`config.mk`:
```
export PLATFORM = sky130hd
export DESIGN_NAME = rr_arbiter_fsm
export DESIGN_NICKNAME = d
export VERILOG_FILES = /design/src/rtl/rr_arbiter_fsm.sv
export SDC_FILE = /design/constraint.sdc
export NUM_CORES = 1
export LEC_CHECK = 0
export CORE_ASPECT_RATIO = 2
export CORE_MARGIN = 10
export CORE_UTILIZATION = 41
export DETAILED_ROUTE_END_ITERATION = 12
export MAX_ROUTING_LAYER = met4
export SLEW_MARGIN = 10
export SYNTH_ARGS = -nofsm -noshare
export SYNTH_HDL_FRONTEND = slang
export SYNTH_SLANG_ARGS = --single-unit
```
`constraint.sdc`:
```
create_clock -name clk -period 2.8 [get_ports clk]
set_input_delay 0.56 -clock clk [delete_from_list [all_inputs] [get_ports clk]]
set_output_delay 0.56 -clock clk [all_outputs]
set_load 0.03 [all_outputs]
```
`src/rtl/rr_arbiter_fsm.sv`:
```
// Round-robin arbiter: one owner at a time, grant held while requested, forced
// yield after MAX_HOLD cycles when another requester is waiting.
module rr_arbiter_fsm #(
  parameter int N        = 4,
  parameter int MAX_HOLD = 8,
  localparam int IDW     = $clog2(N)
) (
  input  logic           clk,
  input  logic           rstn,
  input  logic [N-1:0]   req,
  output logic [N-1:0]   gnt,
  output logic [IDW-1:0] gnt_id,
  output logic           busy,
  output logic           yield
);

  localparam int HW = $clog2(MAX_HOLD + 1);
  localparam int unsigned NU = N;
  localparam logic [HW-1:0]  HOLD_MAX = HW'(MAX_HOLD);
  localparam logic [IDW-1:0] LAST_ID  = IDW'(N - 1);

  typedef enum logic [1:0] {
    IDLE,
    BUSY,
    YIELD
  } state_t;

  state_t         state, nxt_state;
  logic [N-1:0]   nxt_gnt;
  logic [IDW-1:0] nxt_id;
  logic           nxt_busy, nxt_yield;
  logic [IDW-1:0] ptr, nxt_ptr;
  logic [HW-1:0]  hold_cnt, nxt_hold;

  logic [IDW-1:0] owner_inc;
  logic [IDW-1:0] pick_idle, pick_hand;
  logic           others_waiting;

  // First set bit of m scanning p, p+1, ... wrapping at N (N need not be 2^k).
  function automatic logic [IDW-1:0] pick(input logic [N-1:0] m, input logic [IDW-1:0] p);
    logic [IDW-1:0] r;
    logic [IDW-1:0] i2;
    logic           found;
    int unsigned    idx;
    r     = '0;
    found = 1'b0;
    for (int unsigned k = 0; k < NU; k++) begin
      idx = (32'(p) + k) % NU;
      i2  = IDW'(idx);
      if (!found && m[i2]) begin
        r     = i2;
        found = 1'b1;
      end
    end
    return r;
  endfunction

  function automatic logic [N-1:0] onehot(input logic [IDW-1:0] i);
    logic [N-1:0] v;
    v    = '0;
    v[i] = 1'b1;
    return v;
  endfunction

  assign owner_inc      = (gnt_id == LAST_ID) ? '0 : gnt_id + 1'b1;
  assign pick_idle      = pick(req, ptr);
  assign pick_hand      = pick(req, owner_inc);
  assign others_waiting = |(req & ~gnt);

  always_comb begin
    nxt_state = state;
    nxt_gnt   = gnt;
    nxt_id    = gnt_id;
    nxt_busy  = busy;
    nxt_yield = 1'b0;
    nxt_ptr   = ptr;
    nxt_hold  = hold_cnt;
    unique case (state)
      IDLE, YIELD: begin
        if (|req) begin
          nxt_state = BUSY;
          nxt_gnt   = onehot(pick_idle);
          nxt_id    = pick_idle;
          nxt_busy  = 1'b1;
          nxt_hold  = HW'(1);
        end else begin
          nxt_state = IDLE;
          nxt_gnt   = '0;
          nxt_busy  = 1'b0;
          nxt_hold  = '0;
        end
      end
      BUSY: begin
        // Release takes precedence over expiry, so a simultaneous drop hands off directly.
        if (!req[gnt_id]) begin
          nxt_ptr = owner_inc;
          if (|req) begin
            nxt_gnt  = onehot(pick_hand);
            nxt_id   = pick_hand;
            nxt_hold = HW'(1);
          end else begin
            nxt_state = IDLE;
            nxt_gnt   = '0;
            nxt_busy  = 1'b0;
            nxt_hold  = '0;
          end
        end else if (hold_cnt == HOLD_MAX) begin
          if (others_waiting) begin
            nxt_state = YIELD;
            nxt_gnt   = '0;
            nxt_busy  = 1'b0;
            nxt_yield = 1'b1;
            nxt_ptr   = owner_inc;
            nxt_hold  = '0;
          end
        end else begin
          nxt_hold = hold_cnt + 1'b1;
        end
      end
      default: begin
        nxt_state = IDLE;
        nxt_gnt   = '0;
        nxt_busy  = 1'b0;
        nxt_hold  = '0;
      end
    endcase
  end

  always_ff @(posedge clk or negedge rstn) begin
    if (!rstn) begin
      state    <= IDLE;
      gnt      <= '0;
      gnt_id   <= '0;
      busy     <= 1'b0;
      yield    <= 1'b0;
      ptr      <= '0;
      hold_cnt <= '0;
    end else begin
      state    <= nxt_state;
      gnt      <= nxt_gnt;
      gnt_id   <= nxt_id;
      busy     <= nxt_busy;
      yield    <= nxt_yield;
      ptr      <= nxt_ptr;
      hold_cnt <= nxt_hold;
    end
  end

endmodule

```
==> Yosys cells after proc, flatten, opt, wreduce, memory -nomap -nowiden <==
Index checks and enable logic that the tools add are counted.
W data, S select, Z words.
{ "word_totals": {"register_bits": 16, "out_inout_bits": 8} }
{ "op_classes": {"n_bitwise": 2, "reduce_logical": 23, "magnitude_cmp": 13, "mux": 70, "add_sub_neg": 8, "eq_ne": 13} }
{ "op_table": {"columns": ["operator", "n"], "rows": [
  ["$mux W2", 19],
  ["$lt A2 B3 Y1 const B", 11],
  ["$mux W1", 28],
  ["$mux W4", 7],
  ["$bmux W1 S2", 9],
  ["$pmux W4 S2", 2],
  ["$ne A3 B3 Y1 const B", 3],
  ["$add A2 B2 Y2 const B", 4],
  ["$logic_and A1 B1 Y1", 8],
  ["$ne A2 B2 Y1 const B", 4],
  ["$pmux W2 S2", 2],
  ["$reduce_or A4 Y1", 2],
  ["$add A2 B1 Y2 const B", 3],
  ["$logic_not A1 Y1", 6],
  ["$reduce_and A3 Y1", 2],
  ["$add A4 B1 Y4 const B", 1],
  ["$and A4 B4 Y4", 1],
  ["$demux W1 S2", 2],
  ["$eq A2 B2 Y1 const B", 2],
  ["$eq A4 B4 Y1 const B", 1],
  ["$ge A2 B1 Y1 const B", 2],
  ["$ne A4 B4 Y1 const B", 1],
  ["$not A4 Y4", 1],
  ["$reduce_and A4 Y1", 1],
  ["7 further kinds", 7]
]} }

==> Longest topological paths before layout <==
{ "logic_depth": {"ltp_word": 21, "ltp_mapped": 11} }

==> Worst setup path after synthesis <==
OpenSTA, ideal clock, no wires.
{ "synth_timing": {"kind": "register -> register", "from": "register gnt_id[0]", "to": "register gnt[1]", "required_time_ps": 2674, "arrival_time_ps": 2682, "setup_time_ps": 126, "n_path_buf": 2, "setup_slack_ps": -8, "path_stages_with_launch": 10, "path_cell_list": "dfrtp_1 buf_4 buf_4 inv_1 ha_1 mux4_2 a2111o_1 a21oi_1 nor2_1 a221o_1"} }
{ "synth_via": {"elab_chain_len": 21, "word_cells_on_any_way": 40, "cone_classes": "add/sub: 4; order compare: 2; eq/ne: 3; mux: 23; reduce/logical: 8"} }
{ "synth_rtl": {"columns": ["element", "line", "text"], "rows": [
  ["start: declaration", "12", "output logic [IDW-1:0] gnt_id,"],
  ["start signal: assignment", "141", "gnt_id <= nxt_id;"],
  ["$add A2 B1 Y2 or $eq A2 B2 Y1 (tied branches)", "65", "assign owner_inc = (gnt_id == LAST_ID) ? '0 : gnt_id + 1'b1;"],
  ["$mux W2 *", "65", null],
  ["via owner_inc[1]", "35", "logic [IDW-1:0] owner_inc;"],
  ["branches (longest 11 deep; another with $add A2 B1 Y2)", null, null],
  ["$mux W2 *", "50", "if (!found && m[i2]) begin"],
  ["$lt A2 B3 Y1 (not written as such) or $ge A2 B1 Y1 (tied branches)", "61", "v[i] = 1'b1;"],
  ["$logic_and A1 B1 Y1 (not written as such)", "61", null],
  ["$mux W1 (not written as such)", "61", null],
  ["$demux W1 S2 *", "61", null],
  ["$mux W4 *", "97", "if (|req) begin"],
  ["$mux W4 *", "95", "if (!req[gnt_id]) begin"],
  ["$pmux W4 S2 *", "78", "unique case (state)"],
  ["end signal: assignment", "140", "gnt <= nxt_gnt;"],
  ["end: declaration", "11", "output logic [N-1:0] gnt,"]
]} }
Mark *: on every way through the listed nets, which the timed path passes. The select of a mux whose other input is x is not followed.
A chain may end at the register's enable or synchronous reset.

==> Worst setup path in the final report <==
{ "layout_timing": {"from": "register gnt_id[1]", "to": "register gnt[1]"} }
Same word-level chain as after synthesis.

==> flow_summary.ini <==
[status]
status = finished, final reports clean

[place]
placed_area_mm2 = 0.001414
hpwl_um = 2725
io_buffer_count = 13
gp_congestion = 0.9711

[worst_setup_path]
critical_path_arrival_ns = 2.67
path_buf_inv = 1
critPathTopFamily = compound AO/OA/AOI/OAI gates
critPathSlowestCell = mux4_2
start_kind = flop
cp-end-kind = flop
worstSetupPathType = reg -> reg
crit_chain = inv_1 > ha_1 > mux4_2 > a2111o_1 > a21oi_1 > nor2_1 > a221o_1
cp_max_fo = 4
max_stage_delay_ns = 0.57
cp.required_ns = 2.93

[cts]
numClockSinks = 15
numCtsBuffers = 3
ctsHoldBuffers = 0
clk_path_buf_depth = 2
cts_setup_buffers = 0
cts_root_buf = clkbuf_8
htreeDepth = 1
cts_tree = yes
path_clk_slew_ns = 0.06
cts_resized = 0
clk_latency_ns = 0.25

[sta]
worstMarginPinSlew_ns = 0.7004
whs_ns = 0.5109
fmax_ghz = 0.3948
slew_viol_final = 0
rsz0062_at_grt = false
setup_violations = 0
tns_ns = 0
finalCritPeriodShare_pct = 90.47
min_period_ns = 2.533
slew_headroom_pct = 53.16
skew_ns = 0.001241
hold_viol = 0

[die]
fp.dieH_um = 96.79
rows = 27
start_util_pct = 43.11
ios = 14
core_area_mm2 = 0.002804
dieArea_mm2 = 0.005651
dieWidth_um = 58.39

[hold_path]
hold_class = reg -> reg

[detailed_routing]
vias = 1135
vias_per_cell = 6.102
drt_iter0_drc = 28
remaining_drc_errors = 0
dr.pass1.iters = 4
wl_per_cell_um = 18.05
drt-total-wl_um = 3358
drtAntennaViolNets = 0

[global_route]
grt_overflow_total = 0
antenna_found_initial = 0
grt_usage_pct = 12.61
grt_pass1_wl_um = 5706
grt_start_max_net_pins = 19
grt_pass1_vias = 1197

[finish]
final_cell_mix = nor2_1 (14), dfrtp_1 (14), nand2_1 (13), clkdlybuf4s50_1 (13), buf_4 (11)
seq_area_um2 = 376.6
multi_input_area_um2 = 762.0
design_area_mm2 = 0.001459
drive_gt1_share_pct = 15.29
antennaDiodeCount = 0
layout.nets = 169
fill_cells = 276
syn2layout_area_growth_pct = 20.70

[logic_synthesis]
synth-edff-count = 0
yosysWarnings = 0
synth.avg_cell_area_um2 = 8.887
async_reset_ff_share_pct = 100.0
syn-cell-area_mm2 = 0.001209
synthCells = 136
synth_fp_nets = 147
yosys_register_bits = 15
yosys.cell_types.count = 45
ys.flop_type = dfrtp_1
ys_seq_area_share_pct = 31.06

[run]
max_cap_violations = 0

[power_and_ir_drop]
total_power_uw = 1776
peakVddDrop_mv = 0.6820
p_per_area_mw_per_mm2 = 1217
power.leakage_uw = 0.0006287
==> routing by layer <==
metal | wire [µm] | share of wire [%] | global-route usage, % | up-vias
met5 | 0 | 0 | - | -
met4 | 87 | 2.6 | 6.159 | 0
met3 | 46 | 1.4 | 1.046 | 9
met2 | 2022 | 60 | 23.75 | 16
met1 | 1202 | 36 | 11.68 | 568
li1 | - | - | - | 542
==> through the flow <==
step                util (%)  instances  setup slack [ns]
floorplan                  -        136           0.09665
global placement       50.42        182            0.1500
detailed placement     50.42        182            0.1047
CTS                    52.03        186            0.2451
global route           52.03        186           0.08133
finish                 52.03        186            0.2668
==> final cells by class <==
cell class              instances  share of cell area, %
clock buffers                   4                  3.087
repair buffers                 24                  14.58
multi-input cells             107                  52.23
well taps                      29                  2.487
flip-flops and latches         15                  25.81
inverters                       7                  1.801
==> cells by family (layout without fill, tap and decap cells) <==
| kind of cell | Yosys count | in the layout | synth area share (%) |
|---|---|---|---|
| xor+xnor | 3 | 3 | 2.174 |
| simple gates | 55 | 55 | 23.50 |
| compound gates | 34 | 34 | 21.64 |
| mux | 10 | 10 | 10.56 |
| flops | 15 | 15 | 31.06 |
| buf+inv | 14 | 35 | 5.901 |
| fa+ha+maj | 5 | 5 | 5.176 |
==> synth_stat cells, types with 2 or more instances <==
master    instances  area (µm²)
mux4_2            2       45.04
a21oi_1           6       30.03
o21a_1            2       15.01
and2_1            2       12.51
o211ai_1          2       15.01
o221ai_1          3       26.28
mux2i_1           6       60.06
nor3b_1           2       15.01
nor3_1            4       20.02
mux2_2            2       22.52
inv_1             7       26.28
nand2b_1          7       43.79
o32a_1            2       20.02
o21ai_0           4       20.02
xnor2_1           3       26.28
ha_1              5       62.56
a221o_1           2       20.02
nand3_1           2       10.01
nor2b_1           2       12.51
buf_4             4       30.03
dfrtp_1          15       375.4
o22ai_1           2       12.51
nand2_1          13       48.80
nor2_1           14       52.55
buf_2             3       15.01
==> worst paths after layout <==
path / startpoint / end / slack [ns] / cells after the start
setup reg to reg: gnt_id[1] / gnt[1] / 0.27 / 7
hold reg to reg: state[1] / state[0] / 0.51 / 1
max in group asynchronous: rstn / gnt_id[0] / 1.58 / 1
hold / removal: state[1] / state[0] / 0.51 / 1
setup / recovery: gnt_id[1] / gnt[1] / 0.27 / 7
min in group asynchronous: rstn / hold_cnt[3] / 0.73 / 1
==> sequential cells by signal, summed over array words and instances (netlist names) <==
name and count:
gnt 4, gnt_id 2, hold_cnt 4, ptr 2, state 2, yield 1
==> power by group <==
part / switching [µW] / internal, µW / total (µW)
clock network: 75.4 / 101 / 176
registers: 77.5 / 300 / 378
logic: 684 / 538 / 1220
Power figures use the tool's default switching activity.
